==> src/rtl/add_seq32.sv <==
// rtl/add_seq32.sv - multi-byte add/subtract sequencer over one shared 8-bit carry-lookahead adder
// One byte per cycle, LSB first; the carry between bytes lives in carry_q.

module cla8 (
    input  logic [7:0] a,
    input  logic [7:0] b,
    input  logic       ci,
    output logic [7:0] s,
    output logic       co
);
    logic [7:0] g;
    logic [7:0] p;
    logic [8:0] c;

    assign g = a & b;
    assign p = a ^ b;

    always_comb begin
        c[0] = ci;
        for (int i = 0; i < 8; i++) begin
            c[i+1] = g[i] | (p[i] & c[i]);
        end
    end

    assign s  = p ^ c[7:0];
    assign co = c[8];
endmodule

module add_seq32 #(
    parameter  int NBYTES = 4,
    localparam int W      = 8 * NBYTES
) (
    input  logic         clk,
    input  logic         reset_n,
    input  logic         start,
    input  logic         sub,
    input  logic [W-1:0] a,
    input  logic [W-1:0] b,
    input  logic         ci,
    output logic         busy,
    output logic         done,
    output logic [W-1:0] s,
    output logic         co
);
    localparam int IW = $clog2(NBYTES);
    localparam logic [IW-1:0] LAST = IW'(NBYTES - 1);

    typedef enum logic [1:0] {IDLE, RUN, DONE} state_t;

    state_t        state_q, state_d;
    logic [W-1:0]  a_q, a_d;
    logic [W-1:0]  b_q, b_d;
    logic [W-1:0]  s_q, s_d;
    logic          carry_q, carry_d;
    logic          co_q, co_d;
    logic [IW-1:0] idx_q, idx_d;

    logic [W-1:0]  a_sh;
    logic [W-1:0]  b_sh;
    logic [7:0]    cla_s;
    logic          cla_co;

    assign a_sh = a_q >> {idx_q, 3'b000};
    assign b_sh = b_q >> {idx_q, 3'b000};

    cla8 u_cla8 (
        .a  (a_sh[7:0]),
        .b  (b_sh[7:0]),
        .ci (carry_q),
        .s  (cla_s),
        .co (cla_co)
    );

    always_comb begin
        state_d = state_q;
        a_d     = a_q;
        b_d     = b_q;
        s_d     = s_q;
        carry_d = carry_q;
        co_d    = co_q;
        idx_d   = idx_q;
        case (state_q)
            IDLE: begin
                if (start) begin
                    a_d     = a;
                    // Subtraction is a + ~b + 1, so B is stored inverted up front.
                    b_d     = sub ? ~b : b;
                    carry_d = sub | ci;
                    idx_d   = '0;
                    state_d = RUN;
                end
            end
            RUN: begin
                s_d[{idx_q, 3'b000} +: 8] = cla_s;
                carry_d = cla_co;
                idx_d   = idx_q + 1'b1;
                if (idx_q == LAST) begin
                    co_d    = cla_co;
                    idx_d   = '0;
                    state_d = DONE;
                end
            end
            DONE:    state_d = IDLE;
            default: state_d = IDLE;
        endcase
    end

    always_ff @(posedge clk or negedge reset_n) begin
        if (!reset_n) begin
            state_q <= IDLE;
            a_q     <= '0;
            b_q     <= '0;
            s_q     <= '0;
            carry_q <= 1'b0;
            co_q    <= 1'b0;
            idx_q   <= '0;
        end else begin
            state_q <= state_d;
            a_q     <= a_d;
            b_q     <= b_d;
            s_q     <= s_d;
            carry_q <= carry_d;
            co_q    <= co_d;
            idx_q   <= idx_d;
        end
    end

    assign busy = (state_q != IDLE);
    assign done = (state_q == DONE);
    assign s    = s_q;
    assign co   = co_q;
endmodule

==> config.mk <==
export PLATFORM = sky130hd
export DESIGN_NAME = add_seq32
export DESIGN_NICKNAME = d
export VERILOG_FILES = /design/src/rtl/add_seq32.sv
export SDC_FILE = /design/constraint.sdc
export NUM_CORES = 1
export LEC_CHECK = 0
export CORE_UTILIZATION = 51
export DETAILED_ROUTE_END_ITERATION = 10
export PLACE_DENSITY = 0.92
export SETUP_SLACK_MARGIN = 0.1
export SLEW_MARGIN = 20
export SYNTH_ARGS = -nofsm -noshare
export SYNTH_HDL_FRONTEND = slang
export SYNTH_SLANG_ARGS = --single-unit
export TNS_END_PERCENT = 5
==> constraint.sdc <==
create_clock -name clk -period 5.45 [get_ports clk]
set_input_delay 1.635 -clock clk [delete_from_list [all_inputs] [get_ports clk]]
set_output_delay 1.635 -clock clk [all_outputs]
set_load 0.02 [all_outputs]
After elaboration in Yosys (flattened, before gate mapping). Cells that the tools add are included.

Output and inout bits: 35. Word-level logic and storage cells: 56. Register bits: 102.

Add/sub/neg operators: 2. Eq/ne operators: 5. Shifts and indexed selects: 4. Reduce and logical (&&, ||, !) cells: 7. Bitwise logic cells: 21. Multiplexer cells: 10.

Operator list (number): $shr 32x5->8 (2); $bwmux 32 (1); $mux 32 (1); $not 32->32 (1); $shift 8x7->32 const A (1); $shiftx 8x7->32 (1); $xor 8x8->8 (2); $or 1x1->1 (9); $and 1x1->1 (8); $and 8x8->8 (1); $mux 2 (4); $pmux 2 s2 (2); $reduce_and 2->1 (4); $neg 5->7 (1); $eq 2x2->1 const B (2); $ne 2x2->1 const B (2); $reduce_bool 2->1 (2); $add 2x1->2 const B (1); $eq 2x1->1 const B (1); $logic_not 2->1 (1); $pmux 1 s2 (1); $mux 1 (1).

Longest topological paths before layout.
Word-level depth: 19. Depth in mapped cells: 15. Depth with buffers taken out: 13.

Modules after synthesis. A second synthesis with hierarchy kept.

Cells, all modules: 420. Area, all modules: 4787.1 sq um.

Modules (own cells, without submodules): add_seq32 (sequential area each 2552.4 sq um, instances 1, area an instance 4589.4 sq um, cells each 402); cla8 (sequential area each 0.0 sq um, instances 1, area an instance 197.7 sq um, cells each 18).

Worst setup path before layout. No wires, ideal clock.

Path type: reg-to-reg. From: register idx_q[0]. To: register s_q[15], in the netlist s[15]. Library setup time: 0.121 ns. Slack: 1.207 ns. Arrival: 4.122 ns. Stages on the path, launching flop included: 14. Cell sequence: dfrtp_1 -> buf_2 -> mux4_2 -> fa_1 -> inv_1 -> fa_1 -> fa_1 -> fa_1 -> fa_1 -> fa_1 -> fa_1 -> inv_1 -> fa_1 -> a22o_1.

Cells in the longest elaborated chain, start to end: 19. Elaborated cells on any way between the ends: 23. Those cells by class: 1 x add/sub; 4 x shift; 1 x mux; 17 x bitwise.

RTL lines: start: declaration (RTL line 56) `logic [IW-1:0] idx_q, idx_d;`; start signal: assignment (RTL line 124) `idx_q <= idx_d;`; $shr 32x5->8 (on tied branches) (RTL line 63, 64); $xor 8x8->8 (RTL line 16) `assign p = a ^ b;`; $and 1x1->1 (RTL line 21) `c[i+1] = g[i] | (p[i] & c[i]);`; $or 1x1->1 (RTL line 21); $and 1x1->1 (RTL line 21); $or 1x1->1 (RTL line 21); $and 1x1->1 (RTL line 21); $or 1x1->1 (RTL line 21); [3 not listed]; $or 1x1->1 (RTL line 21); $and 1x1->1 (RTL line 21); $or 1x1->1 (RTL line 21); $and 1x1->1 (RTL line 21); $or 1x1->1 (RTL line 21); $xor 8x8->8 (RTL line 25) `assign s = p ^ c[7:0];`; $shiftx 8x7->32 (RTL line 94) `s_d[{idx_q, 3'b000} +: 8] = cla_s;`; $bwmux 32 (*) (RTL line 94); end signal: assignment (RTL line 113) `s_q <= '0;`; end signal: assignment (RTL line 121) `s_q <= s_d;`; end: declaration (RTL line 53) `logic [W-1:0] s_q, s_d;`.

Mark *: on every way between the ends. The rest lies on a longest branch, timed or not. A chain may end at the register's enable or synchronous reset.

Worst setup path after layout.
From: register idx_q[0]. To: register s_q[23], in the netlist s[23].

Same word-level chain as after synthesis.

==> results.toml <==
[outcome]
status = "complete, no violations"

[placement]
io_buffers = 103
hpwlAfterDp_mm = 8.15
dp_slack_ps = 609
gp_congestion = 0.874
placed_area_sq_mm = 0.00585

[worst_setup_path]
startpoint_type = "flip-flop"
critical_path_class = "reg -> reg"
required_ps = 5710
arrival_ps = 5130
cp_max_fo = 17
r2r_cells = 12
critPathCaptureType = "flip-flop"

[sta]
drv_slew = 0
finClkSkew_ps = 10.9
whs_ps = 481
max_freq_mhz = 205
tns_ps = 0
fin_crit_sh_pct = 89.3
setup_viol = 0
min_period_ps = 4870
fin_ws_ps = 582
finalHoldViolCount = 0
rsz0062_at_grt = "no"
tightest_slew_ps = 984
timing.slew.headroom_pct = 34.4

[yosys]
synth_nets = 520
synthArstFlopShare_pct = 100
syn-cell-area_sq_mm = 0.00482
avgSynthCellArea_sq_um = 11.0
synthTopCellsByArea = "dfrtp_1 53%, nand2_1 11%, mux4_2 7.5%"
synth_top_cell_area_share_pct = 53.0
yosys_warnings = 0
synth_commonest_cells = "142 x nand2_1, 102 x dfrtp_1, 34 x o21ai_0, 32 x xnor2_1, 20 x o2bb2ai_1"
yosysSeqAreaShare_pct = 53.0
syn_inst = 437
yosysTopAreaCell = "dfrtp_1"
synth_edf_count = 0
synth_seq_cells = 102
synth_ff_type = "dfrtp_1"
yosysMostFrequentCell = "nand2_1"
synth_cell_types = 32

[global_routing]
met2_usage_pct = 42.0
met1_usage_pct = 29.3
grt_use_total_pct = 24.2
grt_start_max_net_pins = 100
grt_antenna_before_repair = 0
grt_overflow = 0
grt_pass1_vias = 3715
grt_pass1_wl_mm = 18.2
top_usage_layer = "met2"
grt_use_met3_pct = 4.43

[hold_path]
hold_depth = 2
hold_class = "reg -> reg"

[clocking]
numClockSinks = 102
clock_path_buffers = 2
cts_resized = 0
cts_tree = "yes"
cts_hold_buf = 0
cts_made_buffers = 9
path_clk_slew_ps = 90
cts-root-buf = "clkbuf_8"
h-tree-depth = 3
clock_latency_ps = 370
cts_setup_buffers = 0

[floorplan]
rows = 35
io_pins = 104
start_util_pct = 52.4
die_width_microns = 99.2
coreArea_sq_mm = 0.00920
die-area_sq_mm = 0.00984
dieHeight_microns = 99.2

[layout]
drive_gt1_share_pct = 9.93
syn_to_final_growth_pct = 26.0
antenna_cells = 0
nNetsFinal = 612
final_cell_area_sq_mm = 0.00607

[pwr]
p_leak_nw = 2.71
peakVddDrop_v = 0.000279
p_per_area_mw_per_mm2 = 606
total_power_mw = 3.68

[flow_run]
maxCapViolations = 0

[drt]
vias = 3560
viasPerCell = 5.52
wl_per_cell_microns = 17.1
drc_errors = 0
ant_nets = 0
drtIter0Drc = 190
drt-pass1-iter-count = 4
wl_mm = 11.0
==> registers in the layout (all words and copies together) (netlist names) <==
register,count
idx_q,2
a_q,32
s,32
co,1
b_q,32
state_q,2
carry_q,1
==> where the power goes <==
group	internal [mW]	switching [mW]	leakage (nW)
clock network	0.225	0.254	0.0955
registers	1.08	0.248	1.31
logic	0.823	1.05	1.31
total	2.13	1.55	2.71
==> final timing paths <==
path / end / slack [ps] / start
worst min register to register: a_q[29] / 480 / a_q[29]
worst max-delay path: s[23] / 580 / idx_q[0]
max in group asynchronous: b_q[8] / 3110 / reset_n
worst min-delay path: a_q[29] / 480 / a_q[29]
worst max register to register: s[23] / 580 / idx_q[0]
min in group asynchronous: s[27] / 1320 / reset_n
==> metrics by stage <==
step	utilization, %	instances
finish	66.0	645
global route	66.0	645
CTS	65.8	644
detailed placement	63.7	628
global placement	63.7	628
floorplan	-	437
==> placed cells by master, fill, tap and decap left out, types with 2 or more instances in the layout <==
| cell type | synthesis | layout |
|---|---|---|
| clkbuf_8 | 0 | 10 |
| nand3_1 | 4 | 4 |
| ha_1 | 6 | 6 |
| o21ai_2 | 8 | 8 |
| clkdlybuf4s50_1 | 0 | 101 |
| clkinvlp_4 | 0 | 2 |
| nand2_1 | 142 | 142 |
| o21ai_0 | 34 | 34 |
| o31ai_1 | 2 | 2 |
| fa_1 | 8 | 8 |
| dfrtp_1 | 102 | 102 |
| buf_4 | 0 | 4 |
| inv_1 | 18 | 18 |
| a22o_1 | 4 | 4 |
| o2bb2ai_1 | 20 | 20 |
| xnor2_1 | 32 | 32 |
| mux4_2 | 16 | 16 |
==> kinds of logic (layout without fill, tap and decap cells) <==
| kind of cell | Yosys count | after routing | share of synthesized area [%] |
|---|---|---|---|
| xor gates and xnor gates | 32 | 32 | 5.82 |
| adders and majority gates | 14 | 14 | 4.88 |
| AOI/OAI and AO/OA | 68 | 68 | 9.66 |
| DFF | 102 | 102 | 53.0 |
| muxes | 17 | 17 | 7.71 |
| buffers and inverters | 44 | 141 | 4.65 |
| and+or+nand+nor | 160 | 160 | 14.3 |
==> final cells by class <==
| type | instances | area [sq um] |
|---|---|---|
| clock buffers | 11 | 141 |
| clock inverters | 5 | 58.8 |
| fillers | 672 | 3130 |
| inverters | 18 | 67.6 |
| multi-input cells | 291 | 2050 |
| flip-flops and latches | 102 | 2550 |
| well taps | 111 | 139 |
| repair buffers | 107 | 1060 |
==> critical path, cell delays in order (launching register included) <==
cell     delay, ps
dfrtp_1        890
buf_4          340
mux4_2         250
inv_1           60
fa_1           410
fa_1           410
fa_1           420
fa_1           410
fa_1           400
fa_1           390
inv_1           90
fa_1           460
a22o_1         230
==> metal layers <==
metal,routed length [microns],vias to the layer above,share of wire (%)
met2,5680,132,52
met5,0,-,0
met4,384,0,3.5
li1,-,1629,-
met3,549,32,5.0
met1,4390,1767,40
Note: power is estimated with default switching activity, not from simulation.
